[config.mk]
export PLATFORM = sky130hd
export DESIGN_NAME = up_down_mod_counter
export DESIGN_NICKNAME = d
export VERILOG_FILES = /design/src/rtl/up_down_cntr_pkg.sv /design/src/rtl/up_down_next_state.sv /design/src/rtl/up_down_mod_counter.sv
export SDC_FILE = /design/constraint.sdc
export NUM_CORES = 1
export LEC_CHECK = 0
export CORE_AREA = 10 10 47 49
export DETAILED_ROUTE_END_ITERATION = 8
export DIE_AREA = 0 0 57 59
export GPL_ROUTABILITY_DRIVEN = 0
export PLACE_DENSITY_LB_ADDON = 0.08
export REMOVE_ABC_BUFFERS = 1
export SKIP_CTS_REPAIR_TIMING = 1
export SYNTH_ARGS = -nofsm -noshare
export SYNTH_HDL_FRONTEND = slang
export SYNTH_SLANG_ARGS = --single-unit
[constraint.sdc]
create_clock -name clk -period 2 [get_ports clk]
set_clock_uncertainty 0.2 [all_clocks]
set_input_delay 0.6 -clock clk [delete_from_list [all_inputs] [get_ports clk]]
set_output_delay 0.6 -clock clk [all_outputs]
set_load 0.05 [all_outputs]
[src/rtl/up_down_cntr_pkg.sv]
// Shared definitions for the up/down modulus counter: direction encoding and
// the terminal-value helper used to size the compare constant.
package up_down_cntr_pkg;

  localparam logic DIR_UP   = 1'b1;
  localparam logic DIR_DOWN = 1'b0;

  // Largest count value (MODULUS-1), truncated to the counter width.
  function automatic logic [31:0] cntr_max(input longint modulus, input int width);
    logic [31:0] mask;
    mask = (width >= 32) ? 32'hFFFF_FFFF : ((32'd1 << width) - 32'd1);
    return 32'(modulus - 1) & mask;
  endfunction

endpackage

[src/rtl/up_down_next_state.sv]
// Combinational next-value and terminal-count logic for the modulus counter.
// Priority: load > count enable > hold; clear is applied by the parent.
module up_down_next_state
  import up_down_cntr_pkg::*;
#(
  parameter int     WIDTH    = 4,
  parameter longint MODULUS  = 16,
  parameter bit     SATURATE = 1'b0
) (
  input  logic [WIDTH-1:0] q_i,
  input  logic             dir_i,
  input  logic             en_i,
  input  logic             load_i,
  input  logic [WIDTH-1:0] d_i,
  output logic [WIDTH-1:0] q_next_o,
  output logic             tc_o
);

  localparam logic [WIDTH-1:0] CNT_MAX = WIDTH'(cntr_max(MODULUS, WIDTH));

  logic at_max;
  logic at_min;

  assign at_max = (q_i == CNT_MAX);
  assign at_min = (q_i == '0);

  always_comb begin
    // NOTE: every output gets a default first so no path can infer a latch.
    q_next_o = q_i;
    tc_o     = 1'b0;
    if (load_i) begin
      q_next_o = (d_i > CNT_MAX) ? CNT_MAX : d_i;
    end else if (en_i) begin
      case (dir_i)
        DIR_UP: begin
          tc_o = at_max;
          if (!at_max)       q_next_o = q_i + WIDTH'(1);
          else if (!SATURATE) q_next_o = '0;
        end
        DIR_DOWN: begin
          tc_o = at_min;
          if (!at_min)       q_next_o = q_i - WIDTH'(1);
          else if (!SATURATE) q_next_o = CNT_MAX;
        end
        default: ;
      endcase
    end
  end

endmodule

[src/rtl/up_down_mod_counter.sv]
// Parametrised up/down modulus counter with load, enable, terminal count and
// optional saturation; tc is meant to drive the enable of a cascaded stage.
module up_down_mod_counter
  import up_down_cntr_pkg::*;
#(
  parameter int     WIDTH    = 4,
  parameter longint MODULUS  = 16,
  parameter bit     SATURATE = 1'b0
) (
  input  logic             clk,
  input  logic             clear,
  input  logic             en,
  input  logic             up_or_DownBar,
  input  logic             load,
  input  logic [WIDTH-1:0] d,
  output logic [WIDTH-1:0] q,
  output logic             tc
);

  generate
    if (WIDTH < 1 || WIDTH > 32 || MODULUS < 2 ||
        MODULUS > (longint'(1) << WIDTH)) begin : g_bad_params
      $error("up_down_mod_counter: illegal WIDTH/MODULUS combination");
    end
  endgenerate

  logic [WIDTH-1:0] cnt_q;
  logic [WIDTH-1:0] cnt_d;
  logic             tc_raw;

  up_down_next_state #(
    .WIDTH    (WIDTH),
    .MODULUS  (MODULUS),
    .SATURATE (SATURATE)
  ) u_next_state (
    .q_i      (cnt_q),
    .dir_i    (up_or_DownBar),
    .en_i     (en),
    .load_i   (load),
    .d_i      (d),
    .q_next_o (cnt_d),
    .tc_o     (tc_raw)
  );

  always_ff @(posedge clk) begin
    // NOTE: state registers use non-blocking assignment so every flop samples pre-edge values.
    if (clear) cnt_q <= '0;
    else       cnt_q <= cnt_d;
  end

  assign q  = cnt_q;
  assign tc = tc_raw & ~clear;

endmodule
Word-level counts from Yosys, hierarchy flattened. Cells that the tools add are included.

Output and inout bits: 5. Bits of input ports: 9. Word-level logic and storage cells: 19. Flip-flop bits (word level): 4.

Muxes and demuxes: 9. Add/subtract/negate cells: 2. Magnitude comparators: 1. Reductions and logical operators: 2. Equal/unequal tests: 1. Bitwise gates (word level): 3.

Operator list (count): 2-to-1 mux 4 bit (5); case mux 4 bit (2 select lines) (1); adder 4 x 1 -> 4 bit (second input constant) (1); == test 4 bit (second input constant) (1); > comparator 4 bit (second input constant) (1); logical NOT 4 bit (1); subtractor 4 x 1 -> 4 bit (second input constant) (1); 2-to-1 mux 1 bit (2); NOT 1 bit (2); case mux 1 bit (2 select lines) (1); nonzero test 2 bit (1); bitwise AND 1 bit (1).

Depth between registers and ports, before layout.
Depth after elaboration: 5. Mapped depth: 6. Gate-level depth less buffers: 6.

By module. Synthesis repeated with hierarchy kept, for this count alone.

Cell total of the unflattened synthesis: 45. Area, all modules: 344.1 um2.

Modules (own cells, without submodules): up_down_next_state (seq. area each 0.0 um2, area an instance 232.7 um2, cells each 36, times used 1); up_down_mod_counter (seq. area each 80.1 um2, area an instance 111.4 um2, cells each 9, times used 1).

Least setup slack after synthesis. Ideal clock, no wire load.

Path kind: register to output. From: reg cnt_q[0] (netlist: q[0]). To: out tc. Arrival time: 2202 ps. Slack: -1002 ps. Cell stages (with the launch flop): 6. Path buffers: 0. Data required time: 1200 ps. Path through: dfxtp_1 -> inv_1 -> ha_1 -> or3b_1 -> or2_1 -> a21oi_1.

Longest elaborated chain between the ends: 5. Elaborated cells on any way between the ends: 6. Those cells by class: eq/ne (1); mux (3); bitwise (1); reduce/logical (1).

Ends and longest elaborated chain: start, declared (line up_down_mod_counter.sv:27) `logic [WIDTH-1:0] cnt_q;`; start signal, assigned (line up_down_mod_counter.sv:48) `else cnt_q <= cnt_d;`; == test 4 bit / logical NOT 4 bit (equally long branches) (line up_down_next_state.sv:24, up_down_next_state.sv:25); case mux 1 bit (2 select lines) * (line up_down_next_state.sv:34) `case (dir_i)`; 2-to-1 mux 1 bit * (line up_down_next_state.sv:33) `end else if (en_i) begin`; 2-to-1 mux 1 bit * (line up_down_next_state.sv:31) `if (load_i) begin`; bitwise AND 1 bit * (line up_down_mod_counter.sv:52) `assign tc = tc_raw & ~clear;`; end, declared (line up_down_mod_counter.sv:17) `output logic tc`.

Every way passes the cells marked *; elsewhere a longest branch is shown, timed or not.

Worst setup path in the final report.
From: in up_or_DownBar. To: out tc.

Longest elaborated chain between the ends: 5.

Ends and longest elaborated chain: start, declared (line up_down_mod_counter.sv:13) `input logic up_or_DownBar,`; NOT 1 bit; case mux 1 bit (2 select lines) * (line up_down_next_state.sv:34); 2-to-1 mux 1 bit * (line up_down_next_state.sv:33); 2-to-1 mux 1 bit * (line up_down_next_state.sv:31); bitwise AND 1 bit * (line up_down_mod_counter.sv:52).

Marks and branches as above.

==> results.py <==
metrics = {
    "drt": {
        "routed_via_density": 4.65,
        "vias": 414,
        "dr.pass1.iters": 1,
        "detail_route.wirelength_mm": 1.00,
        "ant_nets": 0,
        "drtIter0Drc": 0,
        "drc": 0,
        "detail_route.wl_per_cell_um": 11.3,
    },
    "sta": {
        "slew-limit-headroom_pct": 87.0,
        "hold_violations": 0,
        "fin_ws_ns": -0.483,
        "timing_max_transition_violations_final": 0,
        "setup_viol": 1,
        "fmax_ghz": 0.403,
        "rsz0062_at_grt": "true",
        "worstMarginPinSlew_ns": 0.195,
        "period_minus_slack_ns": 2.48,
        "fin_crit_sh_pct": 124,
    },
    "critical_path": {
        "critPathKind": "primary input to primary output",
        "critPathTopFamily": "simple AND/OR/NAND/NOR gates",
        "critPathRequiredTime_ns": 1.20,
        "cp_slowest_cell": "or3b_4",
        "crit_arrival_ns": 1.68,
        "slowest_delay_ns": 0.40,
        "path_buf_inv": 2,
        "crit_path_start_kind": "primary input",
        "worstPathMaxFanout": 2,
        "crit_chain": "dlymetal6s2s_1 > or3b_4 > or2_1 > a21oi_2 > buf_12",
        "worstSetupEndpointType": "primary output",
    },
    "die": {
        "dieArea_um2": 3360,
        "initial_core_util_pct": 23.0,
        "fp-row-count": 14,
        "io_pins": 14,
        "core_um2": 1400,
        "fp.dieW_um": 57,
        "fp.dieH_um": 59,
    },
    "pwr": {
        "leakage_uw": 0.000296,
        "power.density_nw_per_um2": 527,
        "p_total_uw": 359,
        "peakVddDrop_mv": 0.385,
    },
    "layout": {
        "fin_util_pct": 48.6,
        "stdcell_area_um2": 681,
        "largest_register_ffs": 4,
        "layout.cells.non_filler": 89,
        "final_layout_size_suffix_gt1_share_pct": 43.8,
        "syn_to_final_growth_pct": 111,
        "fin_nets": 86,
        "antenna_cells": 0,
    },
    "placed_design": {
        "placed_area_um2": 621,
        "port-buffer-count": 13,
        "dp_hpwl_um": 853,
        "pre_cts_ws_ns": -0.833,
        "place_inst": 84,
    },
    "run_status": {
        "status": "complete, but fails checks",
        "violations": "negative setup slack",
    },
    "cts": {
        "root_buffer": "clkbuf_4",
        "clk_latency_ns": 0.23,
        "path_clk_slew_ns": 0.03,
        "cts_tree": "built",
        "cts_num_sinks": 4,
        "tritoncts.num_buffers": 3,
        "cts_max_level": 1,
        "clockBufferDepth": 2,
    },
    "synth": {
        "avgSynthCellArea_um2": 7.69,
        "synthArstFlopShare_pct": 0,
        "syn_area_um2": 323,
        "synth_cells": 42,
        "ys_warn_count": 0,
        "synth_edf_count": 0,
        "synth.top_cell.area_share_pct": 24.8,
        "yosysSeqAreaShare_pct": 24.8,
        "ys_ff_latch": 4,
        "synth_ff_type": "dfxtp_1",
        "synth_top_cells_by_count": "a21oi_1 (5), inv_1 (5), dfxtp_1 (4)",
        "ys_types": 22,
        "synth_top_cell_by_area": "dfxtp_1",
        "synthTopCellsByArea": "dfxtp_1 (25%), a21oi_1 (7.8%), ha_1 (7.8%)",
    },
    "global_route": {
        "grt_first_pass_wirelength_mm": 1.61,
        "grt_pass1_vias": 409,
        "grt_use_total_pct": 5.74,
        "grt_max_degree": 8,
        "gr-total-overflow": 0,
        "antenna_found_initial": 0,
    },
    "min_path": {
        "hp-class": "flop to flop",
    },
    "job": {
        "cap_viol_max_count": 0,
    },
}
## final cells by class
cell class              instances  area [um2]
clock buffers                   3        22.5
inverters                       5        18.8
repair buffers                 28         295
flip-flops and latches          4        81.3
multi-input cells              33         243
well taps                      16        20.0
fillers                       152         721
## power by group
part / switching, uW / internal [uW]
Sequential: 5.76 / 87.5
Clock: 29.0 / 66.8
Combinational: 75.6 / 94.3
Total: 110 / 249
## cells in the final DEF, fill, tap and decap left out, drive strengths merged, types with 3 or more instances in the layout
master,n
clkdlybuf4s50,7
dfxtp,4
inv,5
o21ai,3
nor2,3
a21oi,5
nand2,3
clkbuf,3
buf,20
## routing by layer
layer  up-vias  GRT usage [%]  part of all wire (%)
met4         0           1.01                     0
met5         -              0                     0
met2        10           9.92                    49
li1        218              -                     -
met1       186           6.28                    46
met3         0           2.79                   5.1
## metrics by stage
step                      hold WS (ns)  TNS [ns]
final                            0.534    -0.483
after CTS                        0.546    -0.842
after global routing             0.590    -0.519
after detailed placement         0.531     -1.15
after floorplan                  0.469     -1.00
after global placement           0.544     -1.13
## kinds of logic after synthesis
logic type               Yosys count  synth area share [%]
AND/OR/NAND/NOR                   13                  21.7
AO/OA/AOI/OAI                     14                  27.9
buffers and inverters              5                  5.81
flip-flops                         4                  24.8
XOR/XNOR                           2                  5.43
multiplexers                       2                  6.59
adder cells (fa/ha/maj)            2                  7.75
## worst min-delay path, stage by stage, from the launching register on
cell and delay (ns):
dfxtp_2 0.31, buf_4 0.15, mux2i_1 0.14, a211oi_1 0.09
## worst paths after layout
path / start / to / slack, ns / depth (start not counted)
hold reg to reg: q[1] / q[1] / 0.53 / 3
setup reg to reg: q[0] / q[2] / 0.27 / 7
setup / recovery: up_or_DownBar / tc / -0.48 / 5
hold / removal: q[1] / q[1] / 0.53 / 3
Power figures use the tool's default switching activity.
==> variant 1: new RTL, config.mk and constraints unchanged <==
`WIDTH` is set to 4 in 2 places; all go to 6.
--- a/src/rtl/up_down_next_state.sv
+++ b/src/rtl/up_down_next_state.sv
@@ -4,5 +4,5 @@
   import up_down_cntr_pkg::*;
 #(
-  parameter int     WIDTH    = 4,
+  parameter int     WIDTH    = 6,
   parameter longint MODULUS  = 16,
   parameter bit     SATURATE = 1'b0
--- a/src/rtl/up_down_mod_counter.sv
+++ b/src/rtl/up_down_mod_counter.sv
@@ -4,5 +4,5 @@
   import up_down_cntr_pkg::*;
 #(
-  parameter int     WIDTH    = 4,
+  parameter int     WIDTH    = 6,
   parameter longint MODULUS  = 16,
   parameter bit     SATURATE = 1'b0
Interface: changed (resized d and q); port bits go from 14 to 18. No check against the original RTL was run, so the function may have changed too.
==> variant 1 against the unedited design <==
  * The run still ends with negative setup slack left
  * Total power up 47%
  * Synthesized cell count up 86%
  * Cell area rose by 61%
  * Area after synthesis increased by 85%
  * Largest cell class is now multi-input combinational cells
  * Via count up 88%
  * Core utilization increased by 30 points
  * Sequential cell count is 2 higher
  * Routed wire length rose by 120%
  * Setup slack improved by 0.21 ns
  * First-iteration DRC count is 32 higher
  * Highest routed layer is now met4
==> variant 1: results (changes against the unedited design) <==
status: "complete, but fails checks"
violations: "negative setup slack"
fin_ws_ns: -0.271  # +0.212 ns
hp-class: "input pin to flip-flop"
numPortBuffers: 17  # +4
drt-pass1-iter-count: 4  # +3
synth-seq-area-share_pct: 20.1  # -4.7 points
setup_viol: 1  # unchanged
switchingPower_uw: 192  # +74%
yosys-top-cells-area: "dfxtp_1 20%, ha_1 6.3%, nor2_1 5.0%"
worstReg2RegEnd: "q[4]"
vdd_drop_max_mv: 0.320  # -17%
grt_usage_pct: 11.9  # +6.2 points
setup_tns_ns: -0.271  # +0.212 ns
insertion_delay_ns: 0.26  # +0.03 ns
hp-start: "clear"
synthXorXnorAreaFrac_pct: 1.47  # -4.0 points
worst_r2r_path_depth: 8  # +1
hold_ws_ns: 0.489  # -0.0448 ns
grt_pass1_wl_um: 3190  # +98%
synth.distinct_cells: 37  # +68%
wire_per_inst_um: 16.4  # +46%
drive_above_1_share_pct: 47.5  # +3.6 points
synthTopCellsByCount: "8 x nor2_1, 6 x dfxtp_1, 5 x a21oi_1, 5 x inv_1, 5 x o21ai_0"
p_leak_nw: 0.474  # +60%
largest_register_ffs: 6  # +2
## variant 1: logic make-up after synthesis
logic type,count (synthesis)
multiplexers,2
buffers and inverters,10
AND/OR/NAND/NOR,33
AO/OA/AOI/OAI,23
adder cells (fa/ha/maj),3
XOR/XNOR,1
flip-flops,6
## variant 1: power groups by stage
stage | Clock [mW] | Combinational (mW) | Sequential (mW)
floorplan | 0 | 0.0711 | 0.177
global placement | 0 | 0.240 | 0.141
detailed placement | 0 | 0.243 | 0.140
CTS | 0.121 | 0.244 | 0.138
global route | 0.134 | 0.280 | 0.144
finish | 0.121 | 0.263 | 0.143
## variant 1: cell type report
class	instances	share of cell area (%)
Multi-Input combinational cell	62	42.8
Sequential cell	6	11.4
Tap cell	16	1.83
Inverter	5	1.71
Clock buffer	3	2.05
Timing Repair Buffer	42	40.2
## variant 1: how the worst max path moves through the flow
stage | from | end | cells past startpoint
finish | up_or_DownBar | tc | 5
global route | q[0] | tc | 6
CTS | up_or_DownBar | tc | 5
detailed placement | up_or_DownBar | tc | 5
global placement | up_or_DownBar | tc | 5
floorplan | q[2] | tc | 3
## variant 1: worst min-delay path, stage by stage
cell,delay (ns)
dlymetal6s2s_1,0.11
buf_4,0.15
a31oi_1,0.04
## variant 1: through the flow
stage	power, mW	area, um2	std cells
6_report	0.527	1100	134
5_1_grt	0.557	1100	134
4_1_cts	0.503	1020	132
3_5_place_dp	0.383	993	129
3_3_place_gp	0.380	993	129
2_1_floorplan	0.248	561	73
## variant 1: per-layer routing
layer / vias up / share of wire, % / routed length, um / global-route usage, %
met3: 14 / 8.1 / 178 / 5.58
met1: 349 / 40 / 873 / 12.3
li1: 377 / - / - / -
met4: 0 / 3.9 / 85 / 6.38
met5: - / 0 / 0 / 0
met2: 40 / 48 / 1060 / 19.8
==> variant 2: new RTL, same flow settings <==
Made on the original files. Register the output `q` once more; this adds one clock of latency there. The other outputs are not delayed to match.
--- a/src/rtl/up_down_mod_counter.sv
+++ b/src/rtl/up_down_mod_counter.sv
@@ -49,5 +49,7 @@
   end
 
-  assign q  = cnt_q;
+  always_ff @(posedge clk) begin
+    q <= cnt_q;
+  end
   assign tc = tc_raw & ~clear;
 
Formal check against the unedited RTL: not equivalent (Yosys sat finds a counterexample within 4 cycles, from zero or initial values).
==> variant 2 against the unedited design <==
  * The run still ends with negative setup slack left
  * Total power rose by 35%
  * Area after synthesis rose by 42%
  * Setup slack got worse by 0.15 ns
  * Sequential cell count rose by 4
  * Routed wire length rose by 15%
  * Sequential share of layout area rose by 8.5 points
  * Cell area rose by 16%
  * First-iteration DRC count rose by 7
==> variant 2: results (changes against the unedited design) <==
status: "complete, but fails checks"
violations: "negative setup slack"
wl_met2_um: 579  # +18%
hold_path_end: "q[1]"
nNonClkBuffers: 29  # +3.6%
hold_depth: 1  # -2
cp.arrival_ns: 1.83  # +0.15 ns
clk_pin_slew_ns: 0.05  # +0.02 ns
n_all_inverters: 6  # +1
place_area_um2: 737  # +19%
worst_slew_pin_slew_ns: 0.310  # +0.116 ns
crit_start: "cnt_q[0]"
drt_iter0_drc: 7  # +7
hp-start: "cnt_q[1]"
regArea_um2: 161  # +98%
first_global_vias: 439  # +7.3%
synth-seq-cells: 8  # +4
slowest_stage: "or4b_4"
hpwl_um: 948  # +11%
setup_tns_ns: -0.628  # -0.145 ns
synthTopCellsByCount: "8 x dfxtp_1, 6 x inv_1, 4 x a21oi_1, 4 x o21ai_0, 3 x nand2_1"
grt_pass1_wl_um: 1840  # +14%
drive_above_1_share_pct: 39.2  # -4.6 points
p_leak_nw: 0.335  # +13%
vias: 455  # +9.9%
synthXorXnorAreaFrac_pct: 5.72  # +0.30 points
synth-seq-area-share_pct: 34.9  # +10 points
synthAdderAreaFrac_pct: 5.45  # -2.3 points
synth_mux_area_share_pct: 4.36  # -2.2 points
fin_ws_ns: -0.628  # -0.145 ns
hold_ws_ns: 0.280  # -0.254 ns
vdd_drop_max_mv: 0.410  # +6.4%
setup_viol: 1  # unchanged
multi_input_area_share_pct: 33.8  # -1.9 points
yosys-top-cells-area: "dfxtp_1 35%, ha_1 5.4%, inv_1 4.9%"
drt-pass1-iter-count: 4  # +3
synth_compound_area_share_pct: 22.1  # -5.8 points
grt_usage_pct: 6.78  # +1.0 points
worstReg2RegEnd: "cnt_q[3]"
insertion_delay_ns: 0.25  # +0.02 ns
nets: 92  # +7.0%
wl_met1_um: 504  # +9.3%
dpl_worst_slack_ns: -0.945  # -0.112 ns
[variant 2: cell families after synthesis]
| logic type | count (synthesis) |
|---|---|
| flip-flops | 8 |
| AND/OR/NAND/NOR | 11 |
| buffers and inverters | 10 |
| adder cells (fa/ha/maj) | 2 |
| AO/OA/AOI/OAI | 15 |
| XOR/XNOR | 3 |
| multiplexers | 2 |
[variant 2: layer usage]
layer / up-vias / global-route usage, %
met2: 15 / 10.9
met1: 200 / 6.77
met3: 0 / 3.86
li1: 240 / -
met5: - / 0
met4: 0 / 4.03
[variant 2: stage by stage]
stage | std cells | power, mW | utilization [%]
floorplan | 47 | 0.260 | -
global placement | 91 | 0.358 | 52.6
detailed placement | 91 | 0.358 | 52.6
CTS | 94 | 0.479 | 54.2
global route | 95 | 0.508 | 56.3
finish | 95 | 0.485 | 56.3
[variant 2: power breakdown]
part	switching, mW	internal (mW)	total, mW
logic	0.0835	0.0972	0.181
clock network	0.0518	0.0685	0.120
registers	0.00986	0.174	0.184
